### config.mk
export PLATFORM = sky130hd
export DESIGN_NAME = intr_ctrl
export DESIGN_NICKNAME = d
export VERILOG_FILES = /design/src/rtl/intr_ctrl_pkg.sv /design/src/rtl/intr_ctrl_prio_enc.sv /design/src/rtl/intr_ctrl.sv
export SDC_FILE = /design/constraint.sdc
export NUM_CORES = 1
export LEC_CHECK = 0
export ABC_CLOCK_PERIOD_IN_PS = 1700
export CORE_MARGIN = 2
export CORE_UTILIZATION = 45
export CTS_CLUSTER_DIAMETER = 50
export CTS_CLUSTER_SIZE = 28
export DETAILED_ROUTE_END_ITERATION = 16
export DONT_BUFFER_PORTS = 1
export GPL_TIMING_DRIVEN = 0
export MAX_ROUTING_LAYER = met4
export PLACE_DENSITY = 0.69
export SYNTH_ARGS = -nofsm -noshare
export SYNTH_HDL_FRONTEND = slang
export SYNTH_SLANG_ARGS = --single-unit
### constraint.sdc
create_clock -name clk -period 1.7 [get_ports clk]
set_input_delay 0.34 -clock clk [delete_from_list [all_inputs] [get_ports clk]]
set_output_delay 0.34 -clock clk [all_outputs]
set_load 0.01 [all_outputs]
### src/rtl/intr_ctrl_pkg.sv
// Shared definitions for the interrupt controller: source count defaults and FSM encodings.
package intr_ctrl_pkg;

    localparam int NSRC_DEF = 4;
    localparam int VW_DEF   = 2;

    typedef enum logic [1:0] {
        IDLE = 2'd0,
        REQ  = 2'd1,
        SERV = 2'd2
    } state_t;

endpackage

### src/rtl/intr_ctrl_prio_enc.sv
// Fixed-priority encoder: lowest set index wins; valid flags a non-empty request vector.
module prio_enc #(
    parameter int NSRC = 4,
    parameter int VW   = 2
) (
    input  logic [NSRC-1:0] req,
    output logic [VW-1:0]   idx,
    output logic            valid
);

    // Scan high to low so the lowest set bit is the final assignment.
    always_comb begin
        idx   = '0;
        valid = 1'b0;
        for (int i = NSRC - 1; i >= 0; i--) begin
            if (req[i]) begin
                idx   = VW'(i);
                valid = 1'b1;
            end
        end
    end

endmodule

### src/rtl/intr_ctrl.sv
// Edge-triggered interrupt controller: pending/enable registers, fixed priority, IDLE/REQ/SERV handshake.
// irq and vector are driven from registers only, so ack/eoi never reach irq combinationally.
module intr_ctrl
    import intr_ctrl_pkg::*;
#(
    parameter int NSRC = NSRC_DEF,
    parameter int VW   = VW_DEF
) (
    input  logic            clk,
    input  logic            reset,
    input  logic [NSRC-1:0] src,
    input  logic            mask_we,
    input  logic [NSRC-1:0] mask_in,
    input  logic            ack,
    input  logic            eoi,
    output logic            irq,
    output logic [VW-1:0]   vector,
    output logic [NSRC-1:0] pending,
    output logic            in_service
);

    state_t          state, state_nxt;
    logic [NSRC-1:0] src_d;
    logic [NSRC-1:0] mask;
    logic [NSRC-1:0] src_rise;
    logic [NSRC-1:0] pend_clr;
    logic [NSRC-1:0] eligible;
    logic [VW-1:0]   win_idx;
    logic            win_vld;
    logic            take_ack;

    assign src_rise = src & ~src_d;
    assign eligible = pending & mask;
    assign take_ack = (state == REQ) && ack;
    assign pend_clr = take_ack ? (NSRC'(1) << vector) : '0;

    prio_enc #(
        .NSRC (NSRC),
        .VW   (VW)
    ) u_prio_enc (
        .req   (eligible),
        .idx   (win_idx),
        .valid (win_vld)
    );

    // src_d tracks src even in reset so a line already high at release is not an edge.
    always_ff @(posedge clk) begin
        src_d <= src;
    end

    always_ff @(posedge clk) begin
        if (reset) begin
            state <= IDLE;
        end else begin
            state <= state_nxt;
        end
    end

    always_comb begin
        state_nxt = state;
        case (state)
            IDLE:    if (win_vld) state_nxt = REQ;
            REQ:     if (ack)     state_nxt = SERV;
            SERV:    if (eoi)     state_nxt = IDLE;
            default:              state_nxt = IDLE;
        endcase
    end

    always_comb begin
        irq        = (state == REQ);
        in_service = (state == SERV);
    end

    // A rising edge coinciding with the ack clear keeps the bit set.
    always_ff @(posedge clk) begin
        if (reset) begin
            pending <= '0;
            mask    <= '0;
            vector  <= '0;
        end else begin
            pending <= (pending & ~pend_clr) | src_rise;
            if (mask_we) begin
                mask <= mask_in;
            end
            if (state == IDLE && win_vld) begin
                vector <= win_idx;
            end
        end
    end

endmodule

==> Yosys cells after proc, flatten, opt, wreduce, memory -nomap -nowiden <==
Cells that the tools add are included.
{ "totals": {"output_inout_bits": 8, "inputBits": 13, "wordCells": 34, "reg_bits": 16} }
{ "op_classes": {"shift": 1, "n_eq_ne": 5, "bitwise": 6, "reduce_logical": 4, "mux": 13} }
{ "ops": {"columns": ["op", "n"], "rows": [
  ["$mux W2", 7],
  ["$and A4 B4 Y4", 3],
  ["$not A4 Y4", 2],
  ["$ne A2 B2 Y1 const B", 3],
  ["$pmux W2 S3", 1],
  ["$mux W1", 4],
  ["$mux W4", 1],
  ["$or A4 B4 Y4", 1],
  ["$shl A1 B2 Y4 const A", 1],
  ["$reduce_and A3 Y1", 1],
  ["$eq A2 B1 Y1 const B", 1],
  ["$eq A2 B2 Y1 const B", 1],
  ["$logic_and A1 B1 Y1", 2],
  ["$logic_not A2 Y1", 1]
]} }

==> Logic depth before layout (Yosys ltp) <==
{ "logic_depth": {"depth_word": 7, "ltp_mapped": 3, "ltp_nobuf": 3} }

==> Modules after synthesis <==
Synthesis repeated with hierarchy kept, for this count alone.
{ "hier_totals": {"cells_unflattened": 65, "hier_area_um2": 625.6} }
{ "by_module_without_submodules": {"columns": ["mod", "cells_per_inst", "n_inst", "area_per_inst_um2", "seq_area_each_um2"], "rows": [
  ["intr_ctrl", 58, 1, 590.6, 320.3],
  ["prio_enc", 7, 1, 35.0, 0.0]
]} }

==> Worst setup path after synthesis <==
Ideal clock, no wire load.
{ "synth_path": {"path_type": "reg-to-output", "startpoint": "reg state[0]", "endpoint": "out irq", "path_buffers": 0, "arrival_ns": 0.654, "path_slack_ns": 0.706, "t_required_ns": 1.360, "path_stages_with_launch": 2, "cell_sequence": "dfxtp_1 > nor2b_1"} }
{ "synth_via": {"elab_chain_cells": 1} }
{ "synth_lines": {"columns": ["element", "line", "rtl"], "rows": [
  ["start: declaration", "intr_ctrl.sv:22", "state_t state, state_nxt;"],
  ["start signal: assignment", "intr_ctrl.sv:55", "state <= state_nxt;"],
  ["$eq A2 B1 Y1", "intr_ctrl.sv:70", "irq = (state == REQ);"],
  ["end: declaration", "intr_ctrl.sv:16", "output logic irq,"]
]} }
Every way passes these cells.

==> Final worst setup path <==
Ends and elaborated chain as after synthesis.

==> impl_metrics.ini <==
[power_and_ir_drop]
p_total_uw = 661
p_per_area_nw_per_um2 = 1040
peakVddDrop_mv = 0.507
leakage_uw = 0.000229

[die]
dieArea_um2 = 1620
die_h_um = 40.3
die_x_um = 40.3
initial_utilization_pct = 46.7
rows = 13
pin_count = 21
coreArea_um2 = 1270

[timing]
tightest_slew_ns = 0.459
skew_ns = 0.00413
hold_ws_ns = 0.0816
period_minus_slack_ns = 1.35
finalCritPeriodShare_pct = 79.4
worst_slew_margin_rel_pct = 69.4
hold_viol = 0
setup-tns-final_ns = 0
setup_violations = 0
layout_setup_ws_ns = 0.350
maxSlewViolCount = 0
rsz0062_at_grt = false
clock.fmax_mhz = 741

[synthesis]
synth.distinct_cells = 20
synthesis.nets = 71
netlist_instances = 58
synth_top_area_share_pct = 54.0
avgSynthCellArea_um2 = 10.2
synth_area_um2 = 593
synth_area_leaders = dfxtp_1, mux2i_1, a21oi_1
ys_seq_area_share_pct = 54.0
ys_ff_latch = 16
synth_top_area_cell = dfxtp_1
synth_warnings = 0

[cts]
cts_resized = 0
cts_inserted_buffers = 3
tritoncts = built
clockBufferDepth = 2
path_clk_slew_ns = 0.08
post_cts_buffers = 0
clock_tree.root_cell = clkbuf_4
htreeDepth = 1
cts.hold.buffers_added = 0
clk_latency_ns = 0.28
cts_sinks = 16

[worst_setup_path]
critical_path.top_delay_family = flip-flops
crit_slowest_cell = dfxtp_1
critPathKind = flop to primary output
r2r-start = pending[1]$_SDFF_PP0_
cp_num_buf_inv = 0
worstPathRequired_ns = 1.36
max_stage_delay_ns = 0.47
r2r_end = vector[0]$_SDFFE_PP0P_
crit_chain = nor2b_1
cp_max_fo = 8
cp.depth = 1
ff2ff_setup_slack_ns = 0.61
crit_path_start_kind = flop
reg2regPathDepth = 3
endpoint_kind = primary output
worstPathArrival_ns = 1.01

[min_path]
min_from = src[3]
holdCritPathClass = input pin to flop
holdPathEnd = src_d[3]$_DFF_P_
hold_depth = 0

[routing]
antenna_left = 0
vias_per_cell = 5.76
via_count = 438
wl_per_cell_um = 13.9
wl_um = 1060
dr.pass1.iters = 4
drc = 0
drtIter0Drc = 7

[finish]
layout.nets = 76
diodes = 0
drive_gt1_share_pct = 8.20
post-route-cell-area_um2 = 634
syn_to_final_growth_pct = 6.96
final_cell_mix = dfxtp_1, a21oi_1, nor2_1, nand2b_1
final_common_cell = dfxtp_1

[placement]
hpwlAfterDp_um = 795
port_buffers = 0
pre_cts_ws_ns = 0.621
place_area_um2 = 612
globalplace.congestion = 0.751

[run]
maxCapViolations = 0

[global_routing]
grt_pass1_wl_um = 1570
antenna_found_initial = 0
use_met3_pct = 6.67
first_global_vias = 360
met1_usage_pct = 17.9
grt_max_degree = 11
grt-busiest-layer = met2
grt.total_usage_pct = 15.8
grtUsageMet2_pct = 22.6
grt_overflow_total = 0

[run_status]
status = complete, no violations
[synth_stat cells]
cell type  instances
dfxtp_1           16
a21oi_1            7
nand2b_1           5
nor2_1             5
mux2i_1            4
o21ai_0            4
a211oi_1           2
a22o_1             2
nor2b_1            2
a2111oi_2          1
a22o_2             1
a32o_1             1
buf_1              1
clkbuf_1           1
inv_1              1
nand2_1            1
nand3b_1           1
nand4b_1           1
nand4bb_1          1
nor3_1             1
[flip-flops by register name, summed over array words and instances, names as in the netlist]
register  flops
mask          4
pending       4
src_d         4
state         2
vector        2
[metrics by stage]
stage,util (%),instances
finish,50.0,76
CTS,50.0,76
global route,50.0,76
global placement,48.2,73
detailed placement,48.2,73
floorplan,-,58
[worst max-delay path by stage]
stage / from / to
floorplan: state[0]$_SDFFE_PP0P_ / irq
global placement: pending[1]$_SDFF_PP0_ / vector[0]$_SDFFE_PP0P_
detailed placement: pending[1]$_SDFF_PP0_ / vector[0]$_SDFFE_PP0P_
CTS: state[0]$_SDFFE_PP0P_ / irq
global route: state[0]$_SDFFE_PP0P_ / irq
finish: state[0]$_SDFFE_PP0P_ / irq
[worst reg2reg max path: stages (launching register included)]
cell	delay (ns)
dfxtp_1	0.46
nand2_1	0.08
a32o_1	0.26
a211oi_1	0.21
[metal layers]
| layer | vias up | part of all wire (%) |
|---|---|---|
| met1 | 202 | 45 |
| met2 | 15 | 44 |
| li1 | 219 | - |
| met5 | - | 0 |
| met3 | 2 | 9.0 |
| met4 | 0 | 1.3 |
[where the power goes]
part	internal, uW	switching [uW]	leakage [uW]
Clock	82.1	104	0.0000138
Combinational	25.7	25.1	0.0000831
Sequential	398	26.2	0.000132
Total	505	156	0.000229
[cells by family after synthesis]
logic type / Yosys count / synth area share [%]
AO/OA/AOI/OAI: 18 / 20.7
buffers and inverters: 3 / 1.90
AND/OR/NAND/NOR: 17 / 16.7
multiplexers: 4 / 6.75
flip-flops: 16 / 54.0
[final cells by class]
| type | count | area (um^2) |
|---|---|---|
| fillers | 135 | 634 |
| flip-flops and latches | 16 | 320 |
| multi-input cells | 39 | 262 |
| clock buffers | 3 | 22.5 |
| well taps | 15 | 18.8 |
| plain buffers | 2 | 7.51 |
| inverters | 1 | 3.75 |
Note: power is estimated with default switching activity, not from simulation.
